**src/rtl/fifo_uart_tx_pkg.sv**
```systemverilog
// Shared state encoding and line levels for the FIFO-draining UART transmitter.
// The PARITY state is only reachable when UART_TX_PARITY_EN is defined.
package uart_tx_pkg;

  typedef enum logic [2:0] {
    IDLE,
    START,
    DATA,
    PARITY,
    STOP
  } state_t;

  localparam logic START_BIT  = 1'b0;
  localparam logic STOP_BIT   = 1'b1;
  localparam logic IDLE_LEVEL = 1'b1;

endpackage

```
**src/rtl/fifo_uart_tx_parity_calc.sv**
```systemverilog
// Parity bit generator for the UART frame: even parity when par_typ=0, odd when 1.
// Only built when UART_TX_PARITY_EN is defined.
`ifdef UART_TX_PARITY_EN
module uart_parity_calc #(
  parameter int unsigned DATA_WIDTH = 8
) (
  input  logic [DATA_WIDTH-1:0] data,
  input  logic                  par_typ,
  output logic                  parity
);

  always_comb parity = (^data) ^ par_typ;

endmodule
`endif

```
**src/rtl/fifo_uart_tx.sv**
```systemverilog
// Drains an async FIFO read port and serialises each word as a UART frame (LSB first).
// Define UART_TX_PARITY_EN to build the optional parity bit; otherwise PAR_EN/PAR_TYP are ignored.
module fifo_uart_tx
  import uart_tx_pkg::*;
#(
  parameter int unsigned DATA_WIDTH = 8,
  parameter int unsigned BIT_CYCLES = 1
) (
  input  logic                  CLK,
  input  logic                  RST,
  input  logic [DATA_WIDTH-1:0] RDATA,
  input  logic                  REMPTY,
  input  logic                  PAR_EN,
  input  logic                  PAR_TYP,
  output logic                  RINC,
  output logic                  TX_OUT,
  output logic                  BUSY
);

  localparam int unsigned BW = $clog2(DATA_WIDTH + 1);
  localparam int unsigned CW = $clog2(BIT_CYCLES + 1);
  localparam logic [BW-1:0] BIT_LAST = BW'(DATA_WIDTH - 1);
  localparam logic [CW-1:0] CYC_LAST = CW'(BIT_CYCLES - 1);

  state_t                state;
  logic [DATA_WIDTH-1:0] shift;
  logic [BW-1:0]         bit_cnt;
  logic [CW-1:0]         cyc_cnt;
  logic                  bit_done;
  logic                  take;

  always_comb begin
    bit_done = (cyc_cnt == CYC_LAST);
    // REMPTY is only looked at in IDLE and on the last STOP cycle.
    take     = !REMPTY && ((state == IDLE) || ((state == STOP) && bit_done));
  end

`ifdef UART_TX_PARITY_EN
  logic par_bit;
  logic par_en_q;
  logic par_bit_q;

  uart_parity_calc #(.DATA_WIDTH(DATA_WIDTH)) u_parity (
    .data    (RDATA),
    .par_typ (PAR_TYP),
    .parity  (par_bit)
  );
`else
  logic unused_par;
  always_comb unused_par = ^{PAR_EN, PAR_TYP};
`endif

  always_ff @(posedge CLK) begin
    if (!RST) begin
      state   <= IDLE;
      TX_OUT  <= IDLE_LEVEL;
      BUSY    <= 1'b0;
      RINC    <= 1'b0;
      shift   <= '0;
      bit_cnt <= '0;
      cyc_cnt <= '0;
`ifdef UART_TX_PARITY_EN
      par_en_q  <= 1'b0;
      par_bit_q <= 1'b0;
`endif
    end else begin
      RINC    <= 1'b0;
      cyc_cnt <= bit_done ? '0 : cyc_cnt + 1'b1;
      case (state)
        IDLE: cyc_cnt <= '0;
        START: begin
          if (bit_done) begin
            state   <= DATA;
            TX_OUT  <= shift[0];
            shift   <= shift >> 1;
            bit_cnt <= '0;
          end
        end
        DATA: begin
          if (bit_done) begin
            if (bit_cnt == BIT_LAST) begin
`ifdef UART_TX_PARITY_EN
              if (par_en_q) begin
                state  <= PARITY;
                TX_OUT <= par_bit_q;
              end else begin
                state  <= STOP;
                TX_OUT <= STOP_BIT;
              end
`else
              state  <= STOP;
              TX_OUT <= STOP_BIT;
`endif
            end else begin
              TX_OUT  <= shift[0];
              shift   <= shift >> 1;
              bit_cnt <= bit_cnt + 1'b1;
            end
          end
        end
`ifdef UART_TX_PARITY_EN
        PARITY: begin
          if (bit_done) begin
            state  <= STOP;
            TX_OUT <= STOP_BIT;
          end
        end
`endif
        STOP: begin
          if (bit_done) begin
            state  <= IDLE;
            TX_OUT <= IDLE_LEVEL;
            BUSY   <= 1'b0;
          end
        end
        default: begin
          state  <= IDLE;
          TX_OUT <= IDLE_LEVEL;
          BUSY   <= 1'b0;
        end
      endcase

      // Capture overrides the IDLE/STOP updates above, giving back-to-back frames.
      if (take) begin
        state   <= START;
        TX_OUT  <= START_BIT;
        BUSY    <= 1'b1;
        RINC    <= 1'b1;
        shift   <= RDATA;
        cyc_cnt <= '0;
`ifdef UART_TX_PARITY_EN
        par_en_q  <= PAR_EN;
        par_bit_q <= par_bit;
`endif
      end
    end
  end

endmodule

```
**config.mk**
```make
export PLATFORM = sky130hd
export DESIGN_NAME = fifo_uart_tx
export DESIGN_NICKNAME = d
export VERILOG_FILES = /design/src/rtl/fifo_uart_tx_pkg.sv /design/src/rtl/fifo_uart_tx_parity_calc.sv /design/src/rtl/fifo_uart_tx.sv
export SDC_FILE = /design/constraint.sdc
export NUM_CORES = 1
export LEC_CHECK = 0
export ABC_AREA = 0
export BUFFER_PORTS_ARGS = -buffer_cell sky130_fd_sc_hd__buf_2
export CAP_MARGIN = 20
export CORE_UTILIZATION = 55
export CTS_CLUSTER_SIZE = 10
export DETAILED_ROUTE_END_ITERATION = 7
export GPL_TIMING_DRIVEN = 0
export PLACE_DENSITY = 0.77
export SLEW_MARGIN = 20
export SYNTH_ARGS = -nofsm -noshare
export SYNTH_HDL_FRONTEND = slang
export SYNTH_SLANG_ARGS = --single-unit
```
**constraint.sdc**
```tcl
create_clock -name CLK -period 1.6 [get_ports CLK]
set_input_delay 0.16 -clock CLK [delete_from_list [all_inputs] [get_ports CLK]]
set_output_delay 0.16 -clock CLK [all_outputs]
set_load 0.01 [all_outputs]
```
Word-level counts from Yosys, hierarchy flattened:

Cells that the tools add are included.

* add/sub/neg operators: 2
* equality and inequality tests: 16
* muxes and demuxes: 25
* bitwise gates (word level): 3
* reductions and logical operators: 16

Operator list (count)
* 8-bit 2-to-1 mux: 4
* 8-bit one-hot mux with 2 select lines: 1
* 3-bit inequality test (second input constant): 5
* 3-bit 2-to-1 mux: 4
* 4-bit 2-to-1 mux: 3
* 2-bit inequality test (second input constant): 6
* 3-bit one-hot mux with 4 select lines: 1
* 4-bit AND reduction: 3
* 5-bit AND reduction: 2
* 1-bit 2-to-1 mux: 9
* 4-bit one-hot mux with 2 select lines: 1
* 4-bit by 1-bit adder with 4-bit output (second input constant): 1
* 4-bit by 3-bit == test with 1-bit output (second input constant): 1
* 1-bit one-hot mux with 4 select lines: 1
* 4-bit OR reduction: 1
* 3-bit by 1-bit == test with 1-bit output (second input constant): 1
* 3-bit by 2-bit == test with 1-bit output (second input constant): 1
* 3-bit == test (second input constant): 1
* 3-bit zero test: 1
* 1-bit NOT: 3
* 3-bit nonzero test: 1
* 3-bit OR reduction: 1
* 1-bit logical AND: 2
* 2-bit by 1-bit inequality test with 1-bit output (second input constant): 1
* other kinds (7): 7

* bits in registers: 19
* output and inout port bits: 3
* logic and storage cells: 70

Depth between registers and ports, before layout:

Gate-level depths: netlist of run 1.

* word-level depth: 6
* gate-level depth with buffers: 6
* gate-level depth less buffers: 5

Worst setup path after synthesis of run 1:

No wires, ideal clock.

* kind: register to register
* from: register bit_cnt[0]
* to: register shift[6]
* data arrival time: 1.291 ns
* slack: 0.213 ns
* stages on the path, launching flop included: 6
* path buffers: 0
* cells stage by stage: dfxtp_1 ha_1 and3b_1 o21ai_2 nor2_1 o41ai_2

* longest elaborated chain between the ends: 3

RTL lines
* start: declaration: line fifo_uart_tx.sv:27 `logic [BW-1:0] bit_cnt;`
* start signal: assignment: line fifo_uart_tx.sv:97 `bit_cnt <= bit_cnt + 1'b1;`
* 4-bit by 3-bit == test with 1-bit output: line fifo_uart_tx.sv:81 `if (bit_cnt == BIT_LAST) begin`
* 3-bit inequality test (no line)
* 4-bit AND reduction (no line)
* end signal: assignment: line fifo_uart_tx.sv:75 `shift <= shift >> 1;`
* end signal: assignment: line fifo_uart_tx.sv:96 `shift <= shift >> 1;`
* end: declaration: line fifo_uart_tx.sv:26 `logic [DATA_WIDTH-1:0] shift;`

No other way between the ends.
A chain may end at the register's enable or synchronous reset.

Worst setup path in the final report of run 1:

Ends and elaborated chain as after synthesis.

==> impl_metrics.sql, run 1 <==
INSERT INTO impl_metrics (metric_group, metric, value, unit) VALUES
('grt', 'grt_max_degree', '11', ''),
('critical_path', 'cp.required', '1.81', 'ns'),
('routing', 'wl', '2660', 'um'),
('grt', 'global_route.peak_usage_layer', 'met2', ''),
('yosys', 'postSynthCellCount', '148', ''),
('finish', 'diodes', '0', ''),
('clock_tree', 'worst_skew_pair.late_latency', '0.29', 'ns'),
('critical_path', 'crit_path_start_kind', 'flop', ''),
('timing', 'grt_setup_unrepaired', 'no', ''),
('timing', 'post-route-period-util', '94.2', '%'),
('power', 'clock_power_share', '23.2', '%'),
('yosys', 'dominantRegCellSynth', 'dfxtp_1', ''),
('clock_tree', 'clock_tree.htree_level_count', '1', ''),
('finish', 'drive_gt1_share', '23.4', '%'),
('routing', 'vias', '1144', ''),
('floorplanning', 'die_width', '47.9', 'um'),
('critical_path', 'critical_path_class', 'reg2reg', ''),
('floorplanning', 'fp.dieH', '47.9', 'um'),
('grt', 'grt_util_met2', '38.9', '%'),
('yosys', 'synthDominantCellAreaShare', '32.8', '%'),
('floorplanning', 'fp.dieArea', '2290', 'um^2'),
('power', 'vdd_ir_drop_max', '0.459', 'mV'),
('yosys', 'synth_seq_cells', '19', ''),
('timing', 'final.setup_skew', '0.00618', 'ns'),
('yosys', 'synth_async_sr_flop_share', '0', '%'),
('power', 'cell_internal_pwr', '711', 'uW'),
('placement', 'port_buffers', '13', ''),
('yosys', 'synthTopCellsByCount', '19 x dfxtp_1, 17 x a21oi_1, 15 x nand2_1', ''),
('grt', 'grt_use_total', '25.8', '%'),
('clock_tree', 'cts.reportedPaths.clkPinSlew', '0.10', 'ns'),
('yosys', 'syn-num-nets', '162', ''),
('yosys', 'syn_area_per_cell', '7.83', 'um^2'),
('power', 'switching_share', '29.6', '%'),
('routing', 'detail_route.first_pass.iterations', '4', ''),
('timing', 'finalMaxSlewViolations', '0', ''),
('routing', 'antenna_left', '0', ''),
('outcome', 'run_status', 'completed', ''),
('grt', 'antenna_found_initial', '0', ''),
('critical_path', 'critical-path-max-stage-delay', '0.35', 'ns'),
('flow_run', 'max_cap_violations', '0', ''),
('power', 'seq_power_share', '52.8', '%'),
('grt', 'gr-usage-met3', '3.77', '%'),
('grt', 'grt_overflow', '0', ''),
('timing', 'min_cycle_time_layout', '1.51', 'ns'),
('critical_path', 'critical_path.endpoint_type', 'flop', ''),
('floorplanning', 'core', '1960', 'um^2'),
('placement', 'detailedPlacementHpwl', '1860', 'um'),
('critical_path', 'critical_path_buf_inv_count', '0', ''),
('critical_path', 'rrSetupSlack', '0.09', 'ns'),
('yosys', 'synthDominantAreaCellType', 'dfxtp_1', ''),
('yosys', 'synth.lib_cells_used.distinct', '46', ''),
('critical_path', 'cp_slowest_cell', 'dfxtp_1', ''),
('finish', 'design.final.nets', '182', ''),
('floorplanning', 'core.rowCount', '16', ''),
('routing', 'drt_first_iter_violations', '44', ''),
('clock_tree', 'numClockSinks', '19', ''),
('placement', 'routabilityCongestion', '0.911', ''),
('grt', 'grt_pass1_vias', '946', ''),
('power', 'power.combinational.fraction', '24.0', '%'),
('grt', 'globalRouteMet1Util', '37.9', '%'),
('clock_tree', 'cts_buffer_count', '3', ''),
('routing', 'drc', '0', ''),
('grt', 'grt_first_pass_wirelength', '4180', 'um'),
('yosys', 'ys_warn_count', '0', ''),
('hold_path', 'hp-class', 'in2reg', ''),
('clock_tree', 'cts_buffer_depth', '2', ''),
('floorplanning', 'initial_utilization', '59.1', '%'),
('finish', 'finish.utilization', '67.9', '%'),
('clock_tree', 'clock-root-buffer', 'clkbuf_4', ''),
('critical_path', 'cp_cell_sequence', 'ha_2 > and3b_1 > o21ai_4 > nor2_1 > o41ai_2', ''),
('power', 'p_sw', '299', 'uW');
-- kinds of logic (layout without fill, tap and decap cells) --
group	Yosys count	in the layout	synth area share, %
xor gates and xnor gates	1	1	0.756
other	1	1	0.324
adders and majority gates	1	1	1.08
DFF	19	19	32.8
buffers and inverters	16	35	8.10
and+or+nand+nor	62	62	27.6
muxes	1	1	0.864
AOI/OAI and AO/OA	47	47	28.4
-- cell type report --
cell class | count | area, um^2 | share of cell area (%)
plain buffers | 12 | 78.8 | 5.92
clock buffers | 4 | 26.3 | 1.97
inverters | 4 | 15.0 | 1.13
multi-input cells | 113 | 706 | 53.0
flip-flops and latches | 19 | 380 | 28.5
well taps | 27 | 33.8 | 2.54
repair buffers | 15 | 92.6 | 6.95
-- routing by layer --
metal,vias up,share of wire (%)
li1,581,-
met1,529,46
met2,30,48
met3,4,5.0
met4,0,0.87
met5,-,0
-- flip-flops by register name (all words and copies together) (netlist names) --
signal and count:
BUSY 1, state 3, cyc_cnt 1, bit_cnt 4
RINC 1, shift 8, TX_OUT 1
-- layout by cell type (no fill, tap or decap), types with 3 or more instances in the layout --
cell type  netlist  layout
inv_1            4       4
nand3_1          3       3
o221ai_1         6       6
buf_4            3       4
nor2b_1          4       4
o21ai_1          6       6
a21oi_1         17      16
nor2_1          11      11
nand2b_1         3       3
clkbuf_4         0       3
nor3_1          13      13
nand2_1         15      15
dfxtp_1         19      19
buf_2            6      19
-- worst reg2reg max path, cell delays in order, from the launching register on --
cell and delay, ns:
dfxtp_1 0.35, ha_2 0.21, and3b_1 0.22, o21ai_4 0.27, nor2_1 0.08, o41ai_2 0.29
-- worst paths after layout --
path                            from                       to  depth (start not counted)
min reg2reg  bit_cnt[1]$_SDFFE_PN0P_  bit_cnt[1]$_SDFFE_PN0P_                          2
min                         RDATA[6]    shift[6]$_SDFFE_PN0P_                          3
max reg2reg  bit_cnt[0]$_SDFFE_PN0P_    shift[6]$_SDFFE_PN0P_                          5
max          bit_cnt[0]$_SDFFE_PN0P_    shift[6]$_SDFFE_PN0P_                          5
-- repair_timing --
action | 4_1_cts | 5_1_grt
endpoints found under the setup margin | 0 | 2
hold buffers | 0 | 0
endpoints found under the hold margin | 0 | 0
buffers inserted | 0 | 2
gates resized for setup | 0 | 4
-- power groups by stage --
stage / clock (mW) / sequential [mW] / combinational (mW)
2_1_floorplan: 0 / 0.540 / 0.176
3_3_place_gp: 0 / 0.542 / 0.227
3_5_place_dp: 0 / 0.543 / 0.233
4_1_cts: 0.242 / 0.532 / 0.234
5_1_grt: 0.265 / 0.537 / 0.272
6_report: 0.234 / 0.533 / 0.242
-- through the flow --
stage               hold slack [ns]  std cells  power (mW)  worst slack [ns]  cell area [um^2]
global route                 0.0723        194        1.07           0.00723              1330
finish                       0.0552        194        1.01            0.0934              1330
global placement              0.357        188       0.769            0.0530              1260
floorplan                     0.269        148       0.716             0.213              1160
CTS                          0.0471        192        1.01            0.0103              1280
detailed placement            0.357        188       0.776            0.0499              1260
(Power assumes the default switching activity.)
==> run 2: changes to the inputs <==
==> constraint.sdc (replaced) <==
create_clock -name CLK -period 1.9 [get_ports CLK]
set_input_delay 0.19 -clock CLK [delete_from_list [all_inputs] [get_ports CLK]]
set_output_delay 0.19 -clock CLK [all_outputs]
set_load 0.01 [all_outputs]
==> impl_metrics.sql, run 2 (same netlist as run 1, synthesis figures left out) <==
INSERT INTO impl_metrics (metric_group, metric, value, unit) VALUES
('grt', 'grt_max_degree', '11', ''),
('clock_tree', 'clock_tree.htree_level_count', '1', ''),
('timing', 'timing.final.ws_setup', '0.306', 'ns'),
('power', 'fin_total_pwr', '845', 'uW'),
('grt', 'grt_overflow', '0', ''),
('placement', 'port_buffers', '13', ''),
('routing', 'drc', '0', ''),
('placement', 'dpl_cell_area', '1260', 'um^2'),
('timing', 'post-route-period-util', '83.9', '%'),
('finish', 'design_area', '1280', 'um^2'),
('hold_path', 'hp-class', 'in2reg', ''),
('power', 'total_leakage_power', '0.526', 'nW'),
('floorplanning', 'fp.dieH', '47.9', 'um'),
('timing', 'grt_setup_unrepaired', 'no', ''),
('critical_path', 'r2r_end', 'shift[6]$_SDFFE_PN0P_', ''),
('critical_path', 'critical_path_class', 'reg2reg', ''),
('routing', 'antenna_left', '0', ''),
('timing', 'hold_slack', '0.0821', 'ns'),
('finish', 'drive_gt1_share', '21.2', '%'),
('routing', 'vias', '1130', ''),
('routing', 'routed_via_density', '5.89', ''),
('flow_run', 'max_cap_violations', '0', ''),
('finish', 'most-common-layout-cells', '19 x dfxtp_1, 19 x buf_2, 17 x a21oi_1', ''),
('hold_path', 'whs_endpoint', 'shift[6]$_SDFFE_PN0P_', ''),
('grt', 'grt_use_total', '25.8', '%'),
('grt', 'grt_pass1_vias', '946', ''),
('critical_path', 'reg2regPathDepth', '5', ''),
('finish', 'design.final.nets', '180', ''),
('clock_tree', 'clock-root-buffer', 'clkbuf_4', ''),
('finish', 'finish.utilization', '65.4', '%'),
('critical_path', 'timing.critical_path.arrival', '1.80', 'ns'),
('power', 'clock_power_share', '23.4', '%'),
('grt', 'grt_first_pass_wirelength', '4180', 'um'),
('floorplanning', 'core', '1960', 'um^2'),
('finish', 'final.fill_count', '186', ''),
('clock_tree', 'postCtsHoldBufs', '0', ''),
('hold_path', 'hold_path.startpoint', 'RDATA[6]', ''),
('placement', 'detailedPlacementHpwl', '1860', 'um'),
('placement', 'dp_cells', '188', ''),
('floorplanning', 'die_width', '47.9', 'um'),
('clock_tree', 'cts.reportedPaths.clkPinSlew', '0.10', 'ns'),
('power', 'power.combinational.fraction', '23.4', '%'),
('outcome', 'run_status', 'completed', ''),
('routing', 'routedWlPerCell', '13.4', 'um'),
('finish', 'finalNonFillerCells', '192', ''),
('clock_tree', 'cts_buffer_depth', '2', ''),
('critical_path', 'critical_path.endpoint_type', 'flop', ''),
('routing', 'drt_first_iter_violations', '39', ''),
('finish', 'top_regs', 'shift x8, bit_cnt x4, state x3', ''),
('hold_path', 'hold_depth', '3', ''),
('critical_path', 'startpoint_of_the_lowest_slack_register_to_register_path', 'bit_cnt[0]$_SDFFE_PN0P_', ''),
('finish', 'max_flop_register', 'shift', ''),
('timing', 'final-setup-viol-count', '0', ''),
('power', 'vdd_ir_drop_max', '0.385', 'mV'),
('timing', 'final.setup_skew', '0.00490', 'ns'),
('power', 'seq_power_share', '53.2', '%'),
('floorplanning', 'initial_utilization', '59.1', '%'),
('finish', 'diodes', '0', ''),
('critical_path', 'worstPathMaxFanout', '7', ''),
('power', 'p_sw', '249', 'uW'),
('placement', 'preCtsSetupSlack', '0.350', 'ns'),
('finish', 'syn_to_final_growth', '10.8', '%'),
('clock_tree', 'cts_setup_buffers', '0', ''),
('floorplanning', 'core.rowCount', '16', ''),
('clock_tree', 'cts_repair_resize_count', '0', ''),
('timing', 'finalMaxSlewViolations', '0', ''),
('grt', 'antenna_found_initial', '0', ''),
('clock_tree', 'worst_skew_pair.late_latency', '0.29', 'ns'),
('clock_tree', 'cts_buffer_count', '3', ''),
('floorplanning', 'fp.dieArea', '2290', 'um^2'),
('routing', 'detail_route.first_pass.iterations', '4', ''),
('timing', 'timing.final.hold_violations', '0', ''),
('timing', 'setup_total_negative_slack', '0', 'ns'),
('finish', 'flip_flop_count_of_the_largest_register_all_copies_and_words_added', '8', ''),
('critical_path', 'cp.required', '2.11', 'ns'),
('timing', 'min_cycle_time_layout', '1.59', 'ns'),
('critical_path', 'rrSetupSlack', '0.31', 'ns'),
('timing', 'fmax', '627', 'MHz'),
('routing', 'wl', '2570', 'um'),
('power', 'power.density', '658', 'nW/um^2'),
('clock_tree', 'cts_tree', 'done', ''),
('power', 'cell_internal_pwr', '596', 'uW'),
('clock_tree', 'numClockSinks', '19', ''),
('floorplanning', 'floorplan.io_pins', '16', ''),
('placement', 'routabilityCongestion', '0.911', ''),
('critical_path', 'crit_path_start_kind', 'flop', ''),
('power', 'switching_share', '29.4', '%');
-- run 2: final cells by class --
type | count | area [um^2] | share of cell area [%]
multi-input cells | 113 | 684 | 53.3
flip-flops and latches | 19 | 380 | 29.6
clock buffers | 4 | 26.3 | 2.05
well taps | 27 | 33.8 | 2.63
plain buffers | 12 | 78.8 | 6.14
repair buffers | 13 | 65.1 | 5.07
inverters | 4 | 15.0 | 1.17
-- run 2: how the worst max path moves through the flow --
stage / start / to / slack (ns)
2_1_floorplan: bit_cnt[0]$_SDFFE_PN0P_ / shift[6]$_SDFFE_PN0P_ / 0.51
3_3_place_gp: bit_cnt[0]$_SDFFE_PN0P_ / shift[6]$_SDFFE_PN0P_ / 0.35
3_5_place_dp: bit_cnt[0]$_SDFFE_PN0P_ / shift[6]$_SDFFE_PN0P_ / 0.35
4_1_cts: bit_cnt[0]$_SDFFE_PN0P_ / shift[6]$_SDFFE_PN0P_ / 0.31
5_1_grt: bit_cnt[0]$_SDFFE_PN0P_ / shift[6]$_SDFFE_PN0P_ / 0.21
6_report: bit_cnt[0]$_SDFFE_PN0P_ / shift[6]$_SDFFE_PN0P_ / 0.31
-- run 2: power groups by stage --
| stage | registers [mW] | logic [mW] | clock network [mW] |
|---|---|---|---|
| floorplan | 0.455 | 0.148 | 0 |
| global placement | 0.456 | 0.191 | 0 |
| detailed placement | 0.458 | 0.196 | 0 |
| CTS | 0.448 | 0.197 | 0.204 |
| global route | 0.452 | 0.223 | 0.223 |
| finish | 0.449 | 0.198 | 0.198 |
-- run 2: metal layers --
layer  track usage [%]  share of wire (%)  vias to the layer above
met5                 0                  0                        -
met2              38.9                 47                       38
met1              37.9                 45                      512
met3              3.77                7.1                        4
li1                  -                  -                      576
met4              7.78               0.74                        0
-- run 2: worst max-delay path, cell delays in order, from the launching register on --
cell and delay, ns:
dfxtp_1 0.34, ha_1 0.24, and3b_1 0.21, o21ai_2 0.33, nor2_1 0.09, o41ai_2 0.30
